### src/rtl/regfile_param_if.sv
// rtl/regfile_param_if.sv - register file access bus: write port, dual read port, clear request, ready
//
// Signals:
//   clr        master->slave  request a full clear sweep
//   rd         master->slave  write address
//   write_data master->slave  write data
//   w_en       master->slave  write enable
//   r1, r2     master->slave  read port addresses
//   r_en       master->slave  read enable for both ports
//   r1_read    slave->master  registered port 1 data
//   r2_read    slave->master  registered port 2 data
//   ready      slave->master  array initialised, accepting reads/writes
interface regfile_param_if #(
    parameter int DATA_W = 32,
    parameter int ADDR_W = 5
);
    logic              clr;
    logic [ADDR_W-1:0] rd;
    logic [DATA_W-1:0] write_data;
    logic              w_en;
    logic [ADDR_W-1:0] r1;
    logic [ADDR_W-1:0] r2;
    logic              r_en;
    logic [DATA_W-1:0] r1_read;
    logic [DATA_W-1:0] r2_read;
    logic              ready;

    modport master (
        output clr, rd, write_data, w_en, r1, r2, r_en,
        input  r1_read, r2_read, ready
    );

    modport slave (
        input  clr, rd, write_data, w_en, r1, r2, r_en,
        output r1_read, r2_read, ready
    );
endinterface

### src/rtl/regfile_param.sv
// rtl/regfile_param.sv - parametrised 2R/1W register file with zero register, bypass and clear sweep
//
// Ports:
//   clk    in   rising-edge clock
//   rst_n  in   asynchronous active-low reset
//   bus    slave modport of regfile_param_if (clr, rd, write_data, w_en,
//               r1, r2, r_en in; r1_read, r2_read, ready out, all registered)
module regfile_param #(
    parameter int DATA_W   = 32,
    parameter int ADDR_W   = 5,
    parameter bit ZERO_REG = 1'b1,
    parameter bit BYPASS   = 1'b1
) (
    input  logic           clk,
    input  logic           rst_n,
    regfile_param_if.slave bus
);
    localparam int DEPTH = 2 ** ADDR_W;

    typedef enum logic {
        SWEEP = 1'b0,
        RUN   = 1'b1
    } state_t;

    state_t            r_state;
    state_t            w_state_nxt;
    logic [ADDR_W-1:0] r_cnt;
    logic [ADDR_W-1:0] w_cnt_nxt;
    logic              r_ready;
    logic [DATA_W-1:0] r_r1_read;
    logic [DATA_W-1:0] r_r2_read;

    // Storage carries no reset so it can map onto distributed RAM; the sweep
    // engine is what brings it to a known state.
    logic [DATA_W-1:0] r_mem [DEPTH];

    logic              w_mem_we;
    logic [ADDR_W-1:0] w_mem_addr;
    logic [DATA_W-1:0] w_mem_data;
    logic              w_rd_en;
    logic [DATA_W-1:0] w_r1_val;
    logic [DATA_W-1:0] w_r2_val;

    always_ff @(posedge clk or negedge rst_n) begin
        if (!rst_n) begin
            r_state <= SWEEP;
            r_cnt   <= '0;
            r_ready <= 1'b0;
        end else begin
            r_state <= w_state_nxt;
            r_cnt   <= w_cnt_nxt;
            r_ready <= (w_state_nxt == RUN);
        end
    end

    // Next state plus the single shared memory write port: the sweep and
    // normal writes never coincide, so one port serves both.
    always_comb begin
        w_state_nxt = r_state;
        w_cnt_nxt   = r_cnt;
        w_mem_we    = 1'b0;
        w_mem_addr  = r_cnt;
        w_mem_data  = '0;
        w_rd_en     = 1'b0;
        case (r_state)
            SWEEP: begin
                w_mem_we = 1'b1;
                if (r_cnt == {ADDR_W{1'b1}}) begin
                    w_state_nxt = RUN;
                    w_cnt_nxt   = '0;
                end else begin
                    w_cnt_nxt = r_cnt + 1'b1;
                end
            end
            RUN: begin
                if (bus.clr) begin
                    // Clear wins over the same cycle's read and write.
                    w_state_nxt = SWEEP;
                    w_cnt_nxt   = '0;
                end else begin
                    w_mem_we   = bus.w_en && !(ZERO_REG && (bus.rd == '0));
                    w_mem_addr = bus.rd;
                    w_mem_data = bus.write_data;
                    w_rd_en    = bus.r_en;
                end
            end
            default: begin
                w_state_nxt = SWEEP;
                w_cnt_nxt   = '0;
            end
        endcase
    end

    always_ff @(posedge clk) begin
        if (w_mem_we) begin
            r_mem[w_mem_addr] <= w_mem_data;
        end
    end

    // Per-port operand resolution; ports are independent, so both may hit
    // the same entry or the write address with no interaction.
    always_comb begin
        w_r1_val = r_mem[bus.r1];
        if (ZERO_REG && (bus.r1 == '0)) begin
            w_r1_val = '0;
        end else if (BYPASS && bus.w_en && (bus.rd == bus.r1)) begin
            w_r1_val = bus.write_data;
        end
    end

    always_comb begin
        w_r2_val = r_mem[bus.r2];
        if (ZERO_REG && (bus.r2 == '0)) begin
            w_r2_val = '0;
        end else if (BYPASS && bus.w_en && (bus.rd == bus.r2)) begin
            w_r2_val = bus.write_data;
        end
    end

    always_ff @(posedge clk or negedge rst_n) begin
        if (!rst_n) begin
            r_r1_read <= '0;
            r_r2_read <= '0;
        end else if (w_rd_en) begin
            r_r1_read <= w_r1_val;
            r_r2_read <= w_r2_val;
        end
    end

    assign bus.r1_read = r_r1_read;
    assign bus.r2_read = r_r2_read;
    assign bus.ready   = r_ready;
endmodule

### src/flat_wrapper.sv
// flat-port wrapper written by rule: the top's interface ports become plain ports
module regfile_param_flat 
#(
    parameter int DATA_W   = 32,
    parameter int ADDR_W   = 5,
    parameter bit ZERO_REG = 1'b1,
    parameter bit BYPASS   = 1'b1
)
  (clk, rst_n, bus_clr, bus_rd, bus_write_data, bus_w_en, bus_r1, bus_r2, bus_r_en, bus_r1_read, bus_r2_read, bus_ready);
  regfile_param_if #(.DATA_W(DATA_W), .ADDR_W(ADDR_W)) bus_i ();
  input  logic clk;
  input  logic rst_n;
  input wire logic [$bits(bus_i.clr)-1:0] bus_clr;
  input wire logic [$bits(bus_i.rd)-1:0] bus_rd;
  input wire logic [$bits(bus_i.write_data)-1:0] bus_write_data;
  input wire logic [$bits(bus_i.w_en)-1:0] bus_w_en;
  input wire logic [$bits(bus_i.r1)-1:0] bus_r1;
  input wire logic [$bits(bus_i.r2)-1:0] bus_r2;
  input wire logic [$bits(bus_i.r_en)-1:0] bus_r_en;
  output wire logic [$bits(bus_i.r1_read)-1:0] bus_r1_read;
  output wire logic [$bits(bus_i.r2_read)-1:0] bus_r2_read;
  output wire logic [$bits(bus_i.ready)-1:0] bus_ready;
  assign bus_i.clr = bus_clr;
  assign bus_i.rd = bus_rd;
  assign bus_i.write_data = bus_write_data;
  assign bus_i.w_en = bus_w_en;
  assign bus_i.r1 = bus_r1;
  assign bus_i.r2 = bus_r2;
  assign bus_i.r_en = bus_r_en;
  assign bus_r1_read = bus_i.r1_read;
  assign bus_r2_read = bus_i.r2_read;
  assign bus_ready = bus_i.ready;
  regfile_param #(.DATA_W(DATA_W), .ADDR_W(ADDR_W), .ZERO_REG(ZERO_REG), .BYPASS(BYPASS)) u_core (.clk(clk), .rst_n(rst_n), .bus(bus_i));
endmodule
### config.mk
export PLATFORM = sky130hd
export DESIGN_NAME = regfile_param_flat
export DESIGN_NICKNAME = d
export VERILOG_FILES = /design/src/rtl/regfile_param_if.sv /design/src/rtl/regfile_param.sv /design/src/flat_wrapper.sv
export SDC_FILE = /design/constraint.sdc
export NUM_CORES = 1
export LEC_CHECK = 0
export CAP_MARGIN = 20
export CORE_ASPECT_RATIO = 0.8
export CORE_MARGIN = 1.5
export CORE_UTILIZATION = 55
export DETAILED_ROUTE_END_ITERATION = 10
export GPL_ROUTABILITY_DRIVEN = 0
export PLACE_DENSITY = 0.75
export SLEW_MARGIN = 20
export SYNTH_ARGS = -nofsm -noshare
export SYNTH_HDL_FRONTEND = slang
export SYNTH_SLANG_ARGS = --single-unit
### constraint.sdc
create_clock -name clk -period 3 [get_ports clk]
set_input_delay 0.6 -clock clk [delete_from_list [all_inputs] [get_ports clk]]
set_output_delay 0.6 -clock clk [all_outputs]
set_load 0.1 [all_outputs]
==> metrics.txt <==
total global routing overflow 0; die width 339.7 um; Die Y between 200 and 300 um; Rows 98; register bit total from synthesis approximately 1100; asr flop ratio synth 6.399%; core area roughly 0.09 sq mm; largest net degree at the start of global routing 65; Ports roughly 120; Synth Instances between 2000 and 2500; CP max FO 8; Period minus WS final roughly 2600 ps; kind of critical path in -> reg; TritonCTS clock tree built; xor and xnor area share after synthesis less than 1%; R2R cell count 7; Total Power roughly 45 mW; Starting Density between 50 and 60%; post-DR wirelength/cell approximately 37 um; max frequency 382.9 MHz; clk root buf clkbuf_16; placed cell count about 3800; actual slew at the worst max-slew pin between 1000 and 1500 ps; Final period util between 80% and 90%; routed vias between 20000 and 30000; startpoint class of the critical path primary input; TritonCTS buffer count between 100 and 150; Post-Route WL ~150000 um; yosys synthesis warning count 0; Seq/Total Area, Yosys roughly two thirds; Max stage delay on crit path between 700 and 800 ps; number of synthesized flops with an enable pin between 1000 and 1500; CP max-delay cell or4b_2; Worst slew margin between 30% and 40%; max cap viols 0; clk sinks ~1100; reg-to-reg endpoint u_core.r_mem[6][11]$_DFFE_PP_; gr usage total 32.94%; clock buffer depth 3; worst min path class in -> async; vias in the first global route ~30000; Worst-path clk slew 70 ps; number of antenna violations at the first check in global routing 7; Crit. Startpoint bus_clr; Clock Latency Late Sink approximately 700 ps; Post-DP HPWL between 100000 and 150000 um; Hold Fails Final Rpt 0; largest family of logic cells by synthesized area multiplexers; PD cells approximately 750 mW/mm^2; first-pass GRT wire length 216100 um; Initial DRC Count a little under 5000; hold_ws 528.6 ps; CTS resizes 0; leak pwr slightly below 20 nW; Cell Chain, Critical Path clkdlybuf4s50_1, nand2b_1, or4b_2, o21ai_0, buf_4, nand2_1, buf_4, nor2_4, buf_4; final setup fails 0; share of cells above drive strength 1 40.71%; Synth Area in Compound Gates 4.144%; element type at the critical path end register; Routed Antenna Nets 0; Top FF cell, synth edfxtp_1; syn_area_per_cell 20.70 sq um; Filler Cell Count 5555; Peak supply drop ~0.0007 V; synthesis-to-layout area growth 18.82%; most frequent CP cell buf_4; Critical Path RT ~3400 ps; Synth Area in Adders less than 1%; final core utilization 66.13%; status complete, no violations; H-Tree Depth 3; DIE AREA a little over 0.09 sq mm; synthesized cell area around 0.05 sq mm; Worst EP arrival 3000 ps; RSZ-0062 raised after global routing false; Finished Layout Cells roughly 4000; multiplexer share of the synthesized area between 20% and 30%; post-synth cell types 35; Buffers on Ports 116; via/cell ratio between 7 and 8; syn nets 2464; R2R Path Start u_core.r_state$_DFF_PN0_; router iterations before antenna repair 9; Final Max Tran Viols 0; clock skew approximately 33 ps; R2R Setup Slk 420 ps; simple-gate portion of the synthesized area approximately 2.6%; nets around 2800; Residual DRC 0
critical path, delay by kind of cell:
| kind | cells | cell delay [ps] |
|---|---|---|
| compound gates | 1 | 140 |
| simple gates | 4 | 1220 |
| buf+inv | 4 | 1040 |
metal layers:
layer	share of wire (%)	GRT usage (%)	wire length [um]
met5	0.050	0.5081	75
met4	3.4	9.951	5029
met3	15	10.21	21770
met2	46	49.32	69070
met1	36	47.13	54060
power by group:
| part | leakage [nW] | total [mW] | internal [mW] | switching (mW) |
|---|---|---|---|---|
| logic | 7.38 | 10.8 | 3.80 | 7.03 |
| clock network | 1.73 | 13.8 | 7.97 | 5.84 |
| registers | 10.3 | 20.0 | 18.9 | 1.07 |
| total | 19.4 | 44.6 | 30.7 | 13.9 |
cell families after synthesis:
family                   after synthesis
buffers and inverters                201
adder cells (fa/ha/maj)                2
AO/OA/AOI/OAI                        280
multiplexers                         577
flip-flops                          1094
XOR/XNOR                              11
AND/OR/NAND/NOR                      245
cell usage in the layout, fill, tap and decap left out, drive strengths merged, types with 4 or more instances in the layout:
master and count:
nand2b 66, a21oi 6, o211ai 4, dfrtp 70
mux4 574, o21ai 9, nand2 25, bufinv 16
a21o 62, nand3 64, clkinvlp 4, inv 8
xnor2 11, clkdlybuf4s50 42, clkbuf 132, a22oi 194
nor2 35, edfxtp 1024, clkinv 41, buf 374
and2 34, nor2b 5
cell usage after synthesis, types with 3 or more instances:
master	count	area, sq um
a22o_1	3	26.28
buf_4	6	45.04
nor2_1	35	131.4
buf_6	8	90.09
dfrtp_1	70	1752
nor4_1	3	18.77
clkbuf_1	85	319.1
nand3b_1	3	22.52
a22oi_1	194	1456
a21oi_1	6	30.03
inv_1	6	22.52
nand2_1	25	93.84
o211ai_1	4	30.03
mux4_2	574	12930
or3_1	3	18.77
nor2b_1	5	31.28
edfxtp_1	1024	30750
buf_2	60	300.3
and2_1	34	212.7
a21o_1	62	465.5
buf_1	36	135.1
nand3_1	64	320.3
nand2b_1	66	412.9
xnor2_1	11	96.34
o21ai_0	9	45.04
flip-flops by register name, summed over array words and instances (netlist names):
signal / count
u_core.r_mem: 1024
u_core.bus.r1_read: 32
u_core.bus.r2_read: 32
u_core.r_cnt: 5
u_core.r_state: 1
timing repair:
item                      4_1_cts  5_1_grt
hold endpoints to repair        7        0
setup buffers                   0        0
hold buffers                    1        0
worst max path at each step:
stage	end	slack, ps	cells past startpoint
after floorplan	u_core.r_mem[18][0]$_DFFE_PP_	-120	5
after CTS	u_core.r_mem[6][11]$_DFFE_PP_	460	9
after detailed placement	u_core.r_mem[6][12]$_DFFE_PP_	-240	9
after global routing	u_core.r_mem[6][1]$_DFFE_PP_	420	9
final	u_core.r_mem[6][11]$_DFFE_PP_	390	9
after global placement	u_core.r_mem[6][1]$_DFFE_PP_	-290	9
area by class of cell:
type                            instances  area [sq um]  share of cell area [%]
Inverter                                6         22.52                 0.03800
Clock buffer                          132          2779                   4.689
Sequential cell                      1094         32500                   54.84
Clock inverter                         63         784.5                   1.324
Timing Repair Buffer                  417          4902                   8.271
Multi-Input combinational cell       1115         16780                   28.30
Antenna cell                            1         2.502                0.004222
Tap cell                             1200          1501                   2.533
through the flow:
| step | setup TNS [ps] | instance area (sq um) | setup WS, ps |
|---|---|---|---|
| finish | 0 | 59270 | 388.6 |
| global route | 0 | 59270 | 418.1 |
| CTS | 0 | 59270 | 458.2 |
| detailed placement | -74110 | 55690 | -237.9 |
| global placement | -98800 | 55690 | -285.3 |
| floorplan | -85660 | 50040 | -123.4 |
Power figures use the tool's default switching activity.
